$ cat src/rtl/llpm_route_buffered_if.sv
// Token bundle for llpm_route_buffered: one routed input stream and
// NumOutputs buffered output channels.
interface llpm_route_buffered_if #(
  parameter int Width           = 8,
  parameter int NumOutputs      = 4,
  parameter int CLog2NumOutputs = 2
);
  logic [Width-1:0]                  x;
  logic [CLog2NumOutputs-1:0]        x_sel;
  logic                              x_valid;
  logic                              x_bp;
  logic [NumOutputs-1:0][Width-1:0]  a;
  logic [NumOutputs-1:0]             a_valid;
  logic [NumOutputs-1:0]             a_bp;
  logic                              drop;

  modport master (
    output x, x_sel, x_valid, a_bp,
    input  x_bp, a, a_valid, drop
  );

  modport slave (
    input  x, x_sel, x_valid, a_bp,
    output x_bp, a, a_valid, drop
  );
endinterface

$ cat src/rtl/llpm_route_buffered.sv
// Buffered 1-to-N steering vertex: each token goes to the output named by
// x_sel through a private 2-entry FIFO; out-of-range tokens are discarded.
module llpm_route_buffered #(
  parameter int Width           = 8,
  parameter int NumOutputs      = 4,
  parameter int CLog2NumOutputs = 2
) (
  input  logic                  clk,
  input  logic                  reset,
  llpm_route_buffered_if.slave  bus
);

  logic [NumOutputs-1:0] sel_hit;
  logic [NumOutputs-1:0] full;
  logic [NumOutputs-1:0] push;
  logic                  accept;
  logic                  drop_q;

  // Backpressure looks only at registered counts, never at any a_bp.
  assign bus.x_bp = |(full & sel_hit);
  assign accept   = bus.x_valid & ~bus.x_bp;
  assign push     = sel_hit & {NumOutputs{accept}};

  always_ff @(posedge clk or posedge reset) begin
    if (reset) begin
      drop_q <= 1'b0;
    end else begin
      // NOTE: sequential state uses non-blocking assignments so every
      // register samples pre-edge values regardless of statement order.
      drop_q <= accept & ~|sel_hit;
    end
  end

  assign bus.drop = drop_q;

  for (genvar k = 0; k < NumOutputs; k++) begin : g_fifo
    logic [Width-1:0] mem [2];
    logic             rd_ptr;
    logic             wr_ptr;
    logic [1:0]       count;
    logic             pop;

    assign sel_hit[k] = (int'(bus.x_sel) == k);
    assign pop        = (count != 2'd0) && !bus.a_bp[k];

    always_ff @(posedge clk or posedge reset) begin
      if (reset) begin
        // NOTE: the storage is reset too, so the head seen while empty is
        // deterministic and X-free rather than whatever powered up.
        mem[0] <= '0;
        mem[1] <= '0;
        rd_ptr <= 1'b0;
        wr_ptr <= 1'b0;
        count  <= 2'd0;
      end else begin
        if (push[k]) begin
          mem[wr_ptr] <= bus.x;
          wr_ptr      <= ~wr_ptr;
        end
        if (pop) begin
          rd_ptr <= ~rd_ptr;
        end
        // Push and pop together leave the count unchanged.
        case ({push[k], pop})
          2'b10:   count <= count + 2'd1;
          2'b01:   count <= count - 2'd1;
          default: count <= count;
        endcase
      end
    end

    assign full[k]        = (count == 2'd2);
    assign bus.a_valid[k] = (count != 2'd0);
    assign bus.a[k]       = mem[rd_ptr];
  end

endmodule

$ cat src/flat_wrapper.sv
// flat-port wrapper written by rule: the top's interface ports become plain ports
module llpm_route_buffered_flat 
#(
  parameter int Width           = 8,
  parameter int NumOutputs      = 4,
  parameter int CLog2NumOutputs = 2
)
  (clk, reset, bus_x, bus_x_sel, bus_x_valid, bus_a_bp, bus_x_bp, bus_a, bus_a_valid, bus_drop);
  llpm_route_buffered_if #(.Width(Width), .NumOutputs(NumOutputs), .CLog2NumOutputs(CLog2NumOutputs)) bus_i ();
  input  logic clk;
  input  logic reset;
  input wire logic [$bits(bus_i.x)-1:0] bus_x;
  input wire logic [$bits(bus_i.x_sel)-1:0] bus_x_sel;
  input wire logic [$bits(bus_i.x_valid)-1:0] bus_x_valid;
  input wire logic [$bits(bus_i.a_bp)-1:0] bus_a_bp;
  output wire logic [$bits(bus_i.x_bp)-1:0] bus_x_bp;
  output wire logic [$bits(bus_i.a)-1:0] bus_a;
  output wire logic [$bits(bus_i.a_valid)-1:0] bus_a_valid;
  output wire logic [$bits(bus_i.drop)-1:0] bus_drop;
  assign bus_i.x = bus_x;
  assign bus_i.x_sel = bus_x_sel;
  assign bus_i.x_valid = bus_x_valid;
  assign bus_i.a_bp = bus_a_bp;
  assign bus_x_bp = bus_i.x_bp;
  assign bus_a = bus_i.a;
  assign bus_a_valid = bus_i.a_valid;
  assign bus_drop = bus_i.drop;
  llpm_route_buffered #(.Width(Width), .NumOutputs(NumOutputs), .CLog2NumOutputs(CLog2NumOutputs)) u_core (.clk(clk), .reset(reset), .bus(bus_i));
endmodule
$ cat config.mk
export PLATFORM = sky130hd
export DESIGN_NAME = llpm_route_buffered_flat
export DESIGN_NICKNAME = d
export VERILOG_FILES = /design/src/rtl/llpm_route_buffered_if.sv /design/src/rtl/llpm_route_buffered.sv /design/src/flat_wrapper.sv
export SDC_FILE = /design/constraint.sdc
export NUM_CORES = 1
export LEC_CHECK = 0
export CORE_ASPECT_RATIO = 0.75
export CORE_MARGIN = 2
export CORE_UTILIZATION = 52
export CTS_BUF_LIST = sky130_fd_sc_hd__clkbuf_4
export CTS_CLUSTER_DIAMETER = 120
export DETAILED_ROUTE_END_ITERATION = 7
export PLACE_DENSITY = 0.84
export SETUP_SLACK_MARGIN = 0.15
export SYNTH_ARGS = -nofsm -noshare
export SYNTH_HDL_FRONTEND = slang
export SYNTH_SLANG_ARGS = --single-unit
$ cat constraint.sdc
create_clock -name clk -period 7.55 [get_ports clk]
set_input_delay 1.8875 -clock clk [delete_from_list [all_inputs] [get_ports clk]]
set_output_delay 1.8875 -clock clk [all_outputs]
set_load 0.05 [all_outputs]
==> flow_summary_export.csv <==
group,metric,value,unit
outcome,status,"finished, final reports clean",
placement,gp_congestion,0.737,
sta,skew,0.0103,ns
finish,drive_gt1_frac,0.405,
logic_synthesis,syn_area_per_cell,15.0,µm²
clock_network,clockBufferDepth,2,
worst_setup_path,required,5.66,ns
global_route,gr-total-overflow,0,
route,finalWirelength,7060,µm
sta,fin_crit,5.70,ns
logic_synthesis,yosysUniqueCellTypes,29,
global_route,grt.total_usage,0.201,
sta,fin_ws,1.85,ns
clock_network,cts_hold_buf,0,
route,drc,0,
worst_setup_path,arrival,3.82,ns
worst_setup_path,critPathKind,"in2out",
worst_setup_path,critPathBufInv,2,
sta,finalHoldViolCount,0,
placement,place_worst_setup_slack,1.85,ns
floorplan,start_util,0.540,
logic_synthesis,yosysSeqAreaShare,0.549,
sta,post-route-period-util,0.755,
worst_setup_path,slowest_stage,"clkdlybuf4s50_1",
placement,dp_cells,377,
floorplan,die-area,7790,µm²
clock_network,clockRootBuffer,"clkbuf_4",
worst_setup_path,end_kind,"output port",
finish,stdcell_count,393,
floorplan,num_rows,26,
sta,setup_violations,0,
worst_setup_path,cp_cell_sequence,"clkdlybuf4s50_1 > mux4_2 > clkdlybuf4s50_1",
worst_setup_path,crit_top_cell,"clkdlybuf4s50_1",
clock_network,clk_pin_slew,0.13,ns
sta,rsz0062_at_grt,"false",
route,avgViaCountPerCell,5.35,
floorplan,io_pins,55,
route,dr.pass1.iters,4,
clock_network,cts_buffers,9,
placement,place_hpwl,4750,µm
global_route,grt_pass1_vias,2304,
worst_hold_path,hp-class,"reg2reg",
clock_network,cts_resized,0,
finish,n_antenna_cell,0,
route,wl_per_cell,18.0,µm
floorplan,die_h,77.0,µm
clock_network,htree_levels,3,
clock_network,cts_tree,"done",
sta,worst_slew_pin_slew,1.00,ns
clock_network,cts.sinks,81,
worst_setup_path,crit_path_max_incr_delay,0.71,ns
logic_synthesis,syn_inst,246,
run,cap_violations,0,
logic_synthesis,synth_fp_nets,267,
sta,finalMaxSlewViolations,0,
global_route,grt_max_degree,82,
global_route,antenna_found_initial,0,
logic_synthesis,ys_warn_count,0,
global_route,grt_first_pass_wirelength,11900,µm
sta,relSlewSlack,0.332,
finish,layout.nets,325,
route,drtIter0Drc,70,
worst_setup_path,cp_max_fo,9,
floorplan,core_area,6830,µm²
clock_network,clk_latency,0.41,ns
clock_network,cts_setup_buffers,0,
route,ant_nets,0,
worst_setup_path,ff2ff_setup_slack,5.71,ns
route,vias,2102,
logic_synthesis,syn_area,3690,µm²
worst_setup_path,crit_path_start_kind,"input pin",
floorplan,die_w,101,µm
sta,max_freq,175,MHz
finish,fillers,522,
finish,syn2layout_area_growth,21.7,%
placement,portBuffers,54,
worst_setup_path,path_delay_family,"buffers and inverters",
sta,tns,0,ns
finish,final_util,0.657,
logic_synthesis,yosys_register_bits,81,
-- layout by cell type (no fill, tap or decap) --
cell type / count
mux4_2: 1
clkbuf_4: 10
inv_1: 1
nand3_1: 2
or2_2: 4
and4_1: 1
or3_1: 1
nor4b_4: 2
or4_4: 1
nand2b_1: 2
nor3_2: 1
bufinv_16: 3
dfrtp_1: 81
inv_6: 1
nand4_1: 1
mux2_2: 88
conb_1: 1
inv_2: 1
clkdlybuf4s50_1: 54
xnor2_1: 12
nand4b_1: 2
buf_4: 1
and2b_1: 1
mux2_4: 8
nand2_1: 1
ha_1: 4
xor2_1: 8
nand2_4: 1
or3b_2: 1
clkinv_4: 1
nor2b_1: 7
clkinvlp_4: 1
nor2_1: 5
-- Yosys cell counts (all sizes together) --
cell type  number  area (µm²)
mux2           96        1110
dfrtp          81        2030
xnor2          12         105
xor2            8        70.1
nor2b           7        43.8
nor2            5        18.8
buf             4        28.8
clkbuf          4        15.0
ha              4        50.1
or2             4        25.0
inv             2        7.51
nand2           2        15.0
nand2b          2        12.5
nand3           2        10.0
nand4b          2        17.5
nor4b           2        47.6
and2b           1        7.51
and4            1        8.76
conb            1        3.75
mux4            1        22.5
nand4           1        6.26
nor3            1        10.0
or3             1        6.26
or3b            1        8.76
or4             1        11.3
-- worst register-to-register path: stages, from the launching register on --
cell	delay (ns)
dfrtp_1	0.43
nor2b_1	0.20
or3b_2	0.53
ha_1	0.33
nor2_1	0.14
xor2_1	0.15
-- layout make-up --
cell class | instances | area (µm²) | share of cell area
well taps | 84 | 105 | 0.0234
flip-flops and latches | 81 | 2030 | 0.452
inverters | 2 | 7.51 | 0.00167
repair buffers | 55 | 548 | 0.122
multi-input cells | 155 | 1610 | 0.359
clock buffers | 10 | 75.1 | 0.0167
clock inverters | 6 | 115 | 0.0256
-- per-stage QoR --
stage          cell area (µm²)  hold slack (ns)
6_report                  4490            0.496
3_3_place_gp              4300            0.466
5_1_grt                   4490            0.515
4_1_cts                   4490            0.492
3_5_place_dp              4300            0.470
2_1_floorplan             3690            0.447
-- state kept, by name, indices dropped and copies added (netlist names) --
register              count
u_core.g_fifo.wr_ptr      4
u_core.g_fifo.count       8
u_core.g_fifo.rd_ptr      4
u_core.bus.drop           1
u_core.g_fifo.mem        64
-- logic make-up after synthesis --
logic type | share of synthesized area
other | 0.00102
muxes | 0.307
xor gates and xnor gates | 0.0475
and+or+nand+nor | 0.0675
DFF | 0.549
buffers and inverters | 0.0139
adders and majority gates | 0.0136
-- worst paths after layout --
| path | start | end | depth (start not counted) |
|---|---|---|---|
| max | bus_x_sel[0] | bus_x_bp | 3 |
| min | u_core.g_fifo[2].count[1] | u_core.g_fifo[2].count[1] | 1 |
| max reg2reg | u_core.g_fifo[3].count[1] | u_core.g_fifo[3].count[1] | 5 |
| min reg2reg | u_core.g_fifo[2].count[1] | u_core.g_fifo[2].count[1] | 1 |
| max in group asynchronous | reset | u_core.g_fifo[1].mem[15] | 3 |
| min in group asynchronous | reset | u_core.g_fifo[1].mem[3] | 3 |
-- metal layers --
layer	wire length, µm	vias up	GRT usage
met2	3170	49	0.299
met4	62	0	0.0514
li1	-	989	-
met3	295	8	0.0456
met1	3530	1056	0.298
met5	0	-	0
Power is not shown: default switching activity piles up to over one toggle a cycle in this logic, so the estimate is an artifact.
